$ cat src/rtl/stream_seq_checker_sat_counter.sv
// Saturating up-counter with async reset and synchronous clear; holds at all-ones.
module sat_counter #(
  parameter int unsigned WIDTH = 8
) (
  input  logic             clk,
  input  logic             rst,
  input  logic             clr,
  input  logic             inc,
  output logic [WIDTH-1:0] q
);

  logic [WIDTH-1:0] cnt_q;
  logic [WIDTH-1:0] cnt_d;

  always_comb begin
    cnt_d = cnt_q;
    if (clr) begin
      cnt_d = '0;
    end else if (inc && (cnt_q != {WIDTH{1'b1}})) begin
      cnt_d = cnt_q + 1'b1;
    end
  end

  always_ff @(posedge clk or posedge rst) begin
    if (rst) begin
      cnt_q <= '0;
    end else begin
      cnt_q <= cnt_d;
    end
  end

  assign q = cnt_q;

endmodule

$ cat config.mk
export PLATFORM = sky130hd
export DESIGN_NAME = sat_counter
export DESIGN_NICKNAME = d
export VERILOG_FILES = /design/src/rtl/stream_seq_checker_sat_counter.sv
export SDC_FILE = /design/constraint.sdc
export NUM_CORES = 1
export LEC_CHECK = 0
export CORE_AREA = 2 2 39 41
export DETAILED_ROUTE_END_ITERATION = 7
export DIE_AREA = 0 0 41 43
export MAX_ROUTING_LAYER = met4
export PLACE_DENSITY = 0.75
export SYNTH_ARGS = -nofsm -noshare
export SYNTH_HDL_FRONTEND = slang
export SYNTH_SLANG_ARGS = --single-unit
$ cat constraint.sdc
create_clock -name clk -period 2.4 [get_ports clk]
set_clock_uncertainty 0.05 [all_clocks]
set_input_delay 0.48 -clock clk [delete_from_list [all_inputs] [get_ports clk]]
set_output_delay 0.48 -clock clk [all_outputs]
set_load 0.05 [all_outputs]
==> results of run 1 <==
==> path summary, 6_finish.rpt <==
path / from / endpoint / cells after the start
setup / recovery: q[7]$_DFFE_PP0P_ / q[7] / 1
hold / removal: rst / q[3]$_DFFE_PP0P_ / 2
setup reg to reg: q[0]$_DFFE_PP0P_ / q[5]$_DFFE_PP0P_ / 4
hold reg to reg: q[1]$_DFFE_PP0P_ / q[1]$_DFFE_PP0P_ / 2
max in group asynchronous: rst / q[7]$_DFFE_PP0P_ / 2
min in group clk: q[1]$_DFFE_PP0P_ / q[1]$_DFFE_PP0P_ / 2
==> cell families after synthesis <==
family	Yosys count	share of synthesized area
mux	5	0.139
flops	8	0.397
simple gates	22	0.238
compound gates	9	0.156
buf+inv	4	0.0447
fa+ha+maj	1	0.0248
==> final cells by class <==
class,instances,area (sq um)
well taps,16,20.0
flip-flops and latches,8,200
repair buffers,11,110
multi-input cells,37,282
clock buffers,3,22.5
fillers,131,742
inverters,2,7.51
==> layout by cell type (no fill, tap or decap) <==
master	instances
nand4_1	2
nor2b_1	4
nor2_1	4
nand4b_1	1
nand3_1	2
nand2_1	4
a211oi_2	1
ha_1	1
a21oi_2	2
nand2b_1	1
inv_1	2
and2b_1	1
mux2i_1	1
o21bai_1	1
a21boi_2	1
clkbuf_4	3
clkdlybuf4s50_1	11
nor3_1	1
and3_1	1
and4_1	1
dfrtp_1	8
a21oi_1	2
o311a_1	1
mux2_4	4
o211a_1	1
==> where the power goes <==
| group | leakage, nW | internal, mW | switching, mW |
|---|---|---|---|
| Combinational | 0.162 | 0.0171 | 0.0248 |
| Clock | 0.0138 | 0.0572 | 0.0448 |
| Sequential | 0.110 | 0.138 | 0.00404 |
| Total | 0.286 | 0.213 | 0.0736 |
==> routing by layer <==
metal | wire length, um | share of wire | vias to the layer above
met3 | 57 | 0.056 | 5
met2 | 486 | 0.48 | 15
li1 | - | - | 202
met4 | 27 | 0.027 | 0
met1 | 441 | 0.43 | 204
met5 | 0 | 0 | -
==> summary.md, run 1 <==
| Metric | Value |
|---|---|
| Clock transition at path regs | `0.05 ns` |
| Hold buffers post-CTS | `0` |
| Synth cell types | `25` |
| Root buffer cell | `clkbuf_4` |
| Gr busiest metal | `met2` |
| Die height | `43 um` |
| Rows | `14` |
| Met1 usage | `0.156` |
| DRC | `0` |
| Post-DP HPWL | `794 um` |
| Worst Hold Slack | `0.425 ns` |
| TritonCTS clock tree | `yes` |
| Worst Setup End Kind | `primary output` |
| Gr usage total | `0.136` |
| Final antenna-violating net count | `0` |
| Post-synthesis instance area | `504 sq um` |
| Final Util | `0.464` |
| Initial DRT Pass Iterations | `4` |
| Pwr/cell area | `446 mW/mm^2` |
| Placed cells | `74` |
| First-pass GRT wire length | `1570 um` |
| Share of the synthesized area in the top cell type | `0.397` |
| Die Footprint | `0.00176 sq mm` |
| Met3 GRT Util | `0.0314` |
| Core area | `0.00138 sq mm` |
| Crit share post-route | `0.869` |
| Cell area after layout | `642 sq um` |
| Warnings from Yosys | `0` |
| Slew Limit Fails | `0` |
| Number of I/O port buffers | `11` |
| DR iter-0 viols | `9` |
| Post-Route Setup TNS | `0 ns` |
| Max Cap Viol | `0` |
| Fin cells | `77` |
| TritonCTS Buffers | `3` |
| Worst-skew pair later-pin latency | `0.25 ns` |
| Vias in the first global route | `375` |
| Pre-CTS setup slack | `0.317 ns` |
| Initial Util | `0.364` |
| Setup violations, final | `0` |
| Peak Freq | `0.480 GHz` |
| Total chip power | `0.286 mW` |
| Worst rel slew slack | `0.668` |
| Cells after synthesis | `49` |
| Grt met2 use | `0.206` |
| Ys async rst share | `1.00` |
| Leakage | `0.286 nW` |
| Total grt overflow | `0` |
| Net count reported at finish | `68` |
| Clock sink count | `8` |
| Slowest CP cell | `clkdlybuf4s50_1` |
| Worst-path cell chain | `clkdlybuf4s50_1` |
| Top Ports | `12` |
| Crit path arrival time | `1.56 ns` |
| Post-synth EDFFs | `0` |
| Avg Cell Area, Syn | `10.3 sq um` |
| Crit path kind | `flip-flop to primary output` |
| Leading cell type by number of instances after synthesis | `dfrtp_1` |
| Top cells by count, synth | `dfrtp_1 (8), mux2_4 (4), nand2_1 (4), nor2_1 (4), nor2b_1 (4)` |
| RSZ-0062 raised after global routing | `false` |
| Layout cell share with drive strength beyond 1 | `0.180` |
| WP data required | `1.87 ns` |
| Post-Syn Nets | `54` |
| Max FFs per register | `8` |
| CP peak stage delay | `0.85 ns` |
| Longest Clk Path Bufs | `2` |
| Delay-heaviest family, CP | `buffers and inverters` |
| Antenna violations before repair | `0` |
| Worst slew pin tran | `0.496 ns` |
| Final hold vios | `0` |
| Ant. Diodes | `0` |
| Pin count of the biggest net entering global routing | `11` |
| Sequential fraction of the synthesis area | `0.397` |
| Post-CTS setup buffer count | `0` |
| Status | `completed` |
| Drt via density | `5.53` |
| Wire per inst | `13.2 um` |
| Drt total wl | `1010 um` |
| H-tree levels | `1` |
| Layout overhead on the synthesized area | `27.3%` |
| Minimum clock period | `2.09 ns` |
| CP Launch Type | `flip-flop` |
| Post-CTS sizing | `0` |
| CP max FO | `7` |
| Vias | `426` |
| Top post-synthesis cells by area | `dfrtp_1 (40%), mux2_4 (12%), nor2b_1 (5.0%), a21oi_2 (3.5%), nand2_1 (3.0%)` |
| Seq cells post-synth | `8` |
| Die Wd | `41 um` |
| CP bufs+invs | `1` |
| Worst min path class | `primary input to asynchronous set/reset pin` |
| Ys flop type | `dfrtp_1` |
| DP Area | `619 sq um` |
| Final WS setup | `0.315 ns` |
| Yosys top cell by area | `dfrtp_1` |
| R2R setup slack | `0.70 ns` |
| Maximum VDD drop | `232 uV` |
| Placer Congestion | `0.737` |
Power figures use the tool's default switching activity.
==> inputs of run 2 (changes only) <==
- HOLD_SLACK_MARGIN: default -> 0.12
- SETUP_SLACK_MARGIN: default -> 0.5
==> summary.md, run 2 (synthesis results as in run 1) <==
| Metric | Value |
|---|---|
| Initial DRT Pass Iterations | `4 (unchanged)` |
| Placer Congestion | `0.737 (unchanged)` |
| Layout cell share with drive strength beyond 1 | `0.180 (unchanged)` |
| Fill cells | `136 (+3.8%)` |
| CP bufs+invs | `1 (unchanged)` |
| Most frequent cells in the layout | `dlygate4sd2_1 (8), dfrtp_1 (8)` |
| Initial Util | `0.364 (unchanged)` |
| Clock transition at path regs | `0.05 ns (about the same)` |
| Minimum clock period | `1.82 ns (-0.268 ns)` |
| Worst Setup End Kind | `flip-flop` |
| Setup violations, final | `0 (unchanged)` |
| Drt total wl | `1020 um (+0.49%)` |
| Pre-CTS setup slack | `0.317 ns (unchanged)` |
| Crit path arrival time | `1.90 ns (+0.34 ns)` |
| Cell area after layout | `632 sq um (-1.6%)` |
| TritonCTS Buffers | `3 (unchanged)` |
| DRC | `0 (unchanged)` |
| Slowest CP cell | `clkdlybuf4s50_1` |
| Pwr/cell area | `449 mW/mm^2 (+0.75%)` |
| Drt via density | `5.51 (-0.47%)` |
| Status | `completed` |
| Final hold vios | `0 (unchanged)` |
| Leakage | `0.323 nW (+13%)` |
| H-tree levels | `1 (unchanged)` |
| RSZ-0062 raised after global routing | `false` |
| Total grt overflow | `0 (unchanged)` |
| Worst min path class | `primary input to asynchronous set/reset pin` |
| Final Util | `0.457 (-0.00723)` |
| Maximum VDD drop | `231 uV (-0.69%)` |
| Top Ports | `12 (unchanged)` |
| Root buffer cell | `clkbuf_4` |
| Slew Limit Fails | `0 (unchanged)` |
| Core area | `0.00138 sq mm (unchanged)` |
| Worst rel slew slack | `0.675 (+0.00644)` |
| Worst-path cell chain | `clkdlybuf4s50_1 > nand4_1 > a211oi_2 > mux2_4` |
| Worst slew pin tran | `0.490 ns (-0.00617 ns)` |
| Clock sink count | `8 (unchanged)` |
| Post-DP HPWL | `794 um (unchanged)` |
| Ant. Diodes | `0 (unchanged)` |
| Vias in the first global route | `379 (+1.1%)` |
| Die Wd | `41 um (unchanged)` |
| Delay-heaviest family, CP | `buffers and inverters` |
| Layout overhead on the synthesized area | `25.3%` |
| CP Launch Type | `primary input` |
| Crit path kind | `primary input to flip-flop` |
| FF+latch area | `200 sq um (unchanged)` |
| Post-CTS setup buffer count | `0 (unchanged)` |
| First-pass GRT wire length | `1580 um (+0.89%)` |
| Max Cap Viol | `0 (unchanged)` |
| Rows | `14 (unchanged)` |
| Crit share post-route | `0.757 (-0.111)` |
| Peak Freq | `0.550 GHz (+15%)` |
| CP peak stage delay | `0.56 ns (-0.29 ns)` |
| Gr usage total | `0.137 (+0.00103)` |
| TritonCTS clock tree | `yes` |
| Die height | `43 um (unchanged)` |
| DR iter-0 viols | `9 (unchanged)` |
| Final antenna-violating net count | `0 (unchanged)` |
| Wire per inst | `13.2 um (+0.49%)` |
| Max FFs per register | `8 (unchanged)` |
| WP data required | `2.49 ns (+0.62 ns)` |
| Net count reported at finish | `68 (unchanged)` |
| Total chip power | `0.284 mW (-0.82%)` |
| Vias | `424 (-0.47%)` |
| CP max FO | `5 (-2)` |
| Worst-skew pair later-pin latency | `0.25 ns (about the same)` |
| Post-Route Setup TNS | `0 ns (unchanged)` |
| Longest Clk Path Bufs | `2 (unchanged)` |
| Multi-input logic area | `282 sq um (unchanged)` |
| Final WS setup | `0.582 ns (+0.268 ns)` |
| Antenna violations before repair | `0 (unchanged)` |
| Number of I/O port buffers | `11 (unchanged)` |
| R2R setup slack | `0.69 ns (about the same)` |
| Die Footprint | `0.00176 sq mm (unchanged)` |
| DP Area | `619 sq um (unchanged)` |
| Pin count of the biggest net entering global routing | `11 (unchanged)` |
[run 2: per-stage QoR]
step                hold slack, ns  cells
finish                       0.426     77
global route                 0.479     77
CTS                          0.434     77
detailed placement           0.521     74
global placement             0.521     74
floorplan                    0.246     49
[run 2: path summary, 6_finish.rpt]
path / start / endpoint / cells past startpoint
setup / recovery: inc / q[5]$_DFFE_PP0P_ / 4
hold / removal: rst / q[3]$_DFFE_PP0P_ / 2
setup reg to reg: q[0]$_DFFE_PP0P_ / q[5]$_DFFE_PP0P_ / 4
hold reg to reg: q[1]$_DFFE_PP0P_ / q[1]$_DFFE_PP0P_ / 2
max in group asynchronous: rst / q[7]$_DFFE_PP0P_ / 2
min in group clk: q[1]$_DFFE_PP0P_ / q[1]$_DFFE_PP0P_ / 2
[run 2: repair_timing]
action	in CTS	in global routing
endpoints found under the setup margin	8	0
hold buffers	0	0
gates resized for setup	8	0
[run 2: area by class of cell]
| class | instances | share of cell area |
|---|---|---|
| flip-flops and latches | 8 | 0.317 |
| well taps | 16 | 0.0317 |
| repair buffers | 11 | 0.158 |
| inverters | 2 | 0.0119 |
| clock buffers | 3 | 0.0356 |
| multi-input cells | 37 | 0.446 |
[run 2: worst register-to-register path: stages (launching register included)]
cell,delay (ns)
dfrtp_1,0.41
ha_1,0.27
and3_1,0.26
a211oi_2,0.29
mux2_4,0.32
[run 2: layer usage]
metal / wire length [um] / global-route usage
met1: 446 / 0.156
met2: 484 / 0.209
met3: 60 / 0.0314
met4: 27 / 0.0800
met5: 0 / -
[run 2: where the power goes]
group | switching (mW) | internal (mW) | total, mW
Clock | 0.0448 | 0.0572 | 0.102
Combinational | 0.0248 | 0.0148 | 0.0397
Sequential | 0.00396 | 0.138 | 0.142
Total | 0.0736 | 0.210 | 0.284
==> inputs of run 3 (changes only) <==
- clock period: 2.4 -> 1.85 ns (I/O delays scaled with it)
==> summary.md, run 3 (synthesis results as in run 1) <==
| Metric | Value |
|---|---|
| Status | `completed` |
| Most frequent cells in the layout | `buf_4 (13), dfrtp_2 (8)` |
| DR iter-0 viols | `11 (+2)` |
| Pin count of the biggest net entering global routing | `11 (unchanged)` |
| Final hold vios | `0 (unchanged)` |
| TritonCTS clock tree | `yes` |
| Ant. Diodes | `0 (unchanged)` |
| Commonest non-fill, non-tap cell in the layout | `buf_4` |
| CP peak stage delay | `0.42 ns (-0.14 ns)` |
| Gr usage total | `0.167 (+0.0298)` |
| Leakage | `0.341 nW (+5.7%)` |
| Worst r2r dst | `q[5]$_DFFE_PP0P_` |
| Max FFs per register | `8 (unchanged)` |
| Clock Power Share | `0.352 (-0.007)` |
| Pint | `0.290 mW (+38%)` |
| Slowest CP cell | `dfrtp_2` |
| Switching Fraction | `0.278 (+0.0185)` |
| Longest Clk Path Bufs | `2 (unchanged)` |
| Worst min path class | `primary input to asynchronous set/reset pin` |
| Worst Setup End Kind | `flip-flop` |
| Delay-heaviest family, CP | `flip-flops` |
| Rows | `14 (unchanged)` |
| Vias in the first global route | `426 (+12%)` |
| Psw | `0.112 mW (+52%)` |
| Die height | `43 um (unchanged)` |
| CP bufs+invs | `0 (-1)` |
| H-tree levels | `1 (unchanged)` |
| Initial Util | `0.364 (unchanged)` |
| Setup violations, final | `0 (unchanged)` |
| Worst-skew pair later-pin latency | `0.26 ns (about the same)` |
| Peak Freq | `0.676 GHz` |
| Fill cells | `130 (-4.4%)` |
| Slew Limit Fails | `0 (unchanged)` |
| Clock transition at path regs | `0.06 ns (about the same)` |
| CP Launch Type | `flip-flop` |
| Vias | `459 (+8.3%)` |
| First-pass GRT wire length | `1890 um (+20%)` |
| Total chip power | `0.401 mW (+41%)` |
| Crit path arrival time | `1.57 ns (-0.33 ns)` |
| R2R setup slack | `0.37 ns (-0.32 ns)` |
| Pwr/cell area | `539 mW/mm^2 (+20%)` |
| Number of I/O port buffers | `11 (unchanged)` |
| Combinational power share | `0.188 (+0.048)` |
| Final antenna-violating net count | `0 (unchanged)` |
| Seq pwr share | `0.461 (-0.040)` |
| Layout cell share with drive strength beyond 1 | `0.571 (+0.391)` |
| Maximum VDD drop | `298 uV (+29%)` |
| Worst-path cell chain | `ha_4 > and3_4 > a211oi_2 > mux2_4` |
| Crit path kind | `flip-flop to flip-flop` |
| Worst slew pin tran | `0.344 ns (-0.146 ns)` |
| Placer Congestion | `0.867 (+18%)` |
| CP max FO | `3 (-2)` |
| Reg2reg path depth | `4 (unchanged)` |
| Net count reported at finish | `77 (+13%)` |
| Max Cap Viol | `0 (unchanged)` |
| Clock sink count | `8 (unchanged)` |
| Crit share post-route | `0.800` |
| Die Footprint | `0.00176 sq mm (unchanged)` |
| RSZ-0062 raised after global routing | `true` |
| WP data required | `1.94 ns (-0.55 ns)` |
| RR Startpoint | `q[1]$_DFFE_PP0P_` |
| Drt total wl | `1230 um (+21%)` |
| Die Wd | `41 um (unchanged)` |
| Layout overhead on the synthesized area | `47.6%` |
| Wire per inst | `14.3 um (+8.0%)` |
| Worst rel slew slack | `0.770 (+0.0953)` |
| Antenna violations before repair | `0 (unchanged)` |
| Post-Route Setup TNS | `0 ns (unchanged)` |
| Top Ports | `12 (unchanged)` |
| TritonCTS Buffers | `3 (unchanged)` |
| Root buffer cell | `clkbuf_4` |
| Total grt overflow | `0 (unchanged)` |
| Worst Hold Slack | `0.310 ns (-0.117 ns)` |
| DRC | `0 (unchanged)` |
| Drt via density | `5.34 (-3.1%)` |
| Minimum clock period | `1.48 ns` |
| Core area | `0.00138 sq mm (unchanged)` |
| Initial DRT Pass Iterations | `4 (unchanged)` |
==> run 3: changes by cell type in the layout (fill, tap and decap cells not counted), moves of 4 or more <==
| cell | before | now |
|---|---|---|
| buf_4 | 0 | 13 |
| dfrtp_1 | 8 | 0 |
| dfrtp_2 | 0 | 8 |
| dlygate4sd2_1 | 8 | 1 |
| buf_6 | 0 | 4 |
==> run 3: timing repair <==
action,CTS,global route
hold buffers,0,0
resized for setup,6,3
buffers inserted,5,3
pin swaps,3,3
setup endpoints to repair,5,10
==> run 3: layer usage <==
layer	track usage	routed length [um]	up-vias
li1	-	-	221
met3	0.0314	48	4
met1	0.231	600	222
met4	0.100	22	0
met2	0.219	558	12
met5	-	0	-
==> run 3: per-stage QoR <==
step | worst slack, ns | cell area [sq um] | utilization | cells
final | 0.371 | 744 | 0.538 | 86
after detailed placement | 0.0357 | 634 | 0.458 | 75
after global routing | 0.351 | 744 | 0.538 | 86
after CTS | 0.380 | 711 | 0.514 | 83
after global placement | 0.0668 | 634 | 0.458 | 75
after floorplan | 0.250 | 532 | - | 49
==> run 3: worst max path at each step <==
stage	cells after the start	endpoint	start
global route	4	q[5]$_DFFE_PP0P_	q[1]$_DFFE_PP0P_
detailed placement	4	q[5]$_DFFE_PP0P_	inc
floorplan	4	q[5]$_DFFE_PP0P_	q[1]$_DFFE_PP0P_
global placement	4	q[5]$_DFFE_PP0P_	inc
finish	4	q[5]$_DFFE_PP0P_	q[1]$_DFFE_PP0P_
CTS	4	q[5]$_DFFE_PP0P_	q[0]$_DFFE_PP0P_
==> run 3: worst register-to-register path, stage by stage, from the launching register on <==
cell	delay (ns)
dfrtp_2	0.42
ha_4	0.16
and3_4	0.19
a211oi_2	0.21
mux2_4	0.32
==> run 3: final cells by class <==
class                   instances  area [sq um]  share of cell area
multi-input cells              37           313               0.420
repair buffers                 20           171               0.230
clock buffers                   3          22.5              0.0303
flip-flops and latches          8           210               0.282
inverters                       2          7.51              0.0101
well taps                      16          20.0              0.0269
==> run 3: power by group through the flow <==
stage	sequential [mW]	combinational, mW	clock [mW]
after floorplan	0.204	0.0219	0
after global placement	0.190	0.0557	0
after detailed placement	0.190	0.0577	0
after CTS	0.185	0.0704	0.146
after global routing	0.185	0.0813	0.150
final	0.185	0.0753	0.141
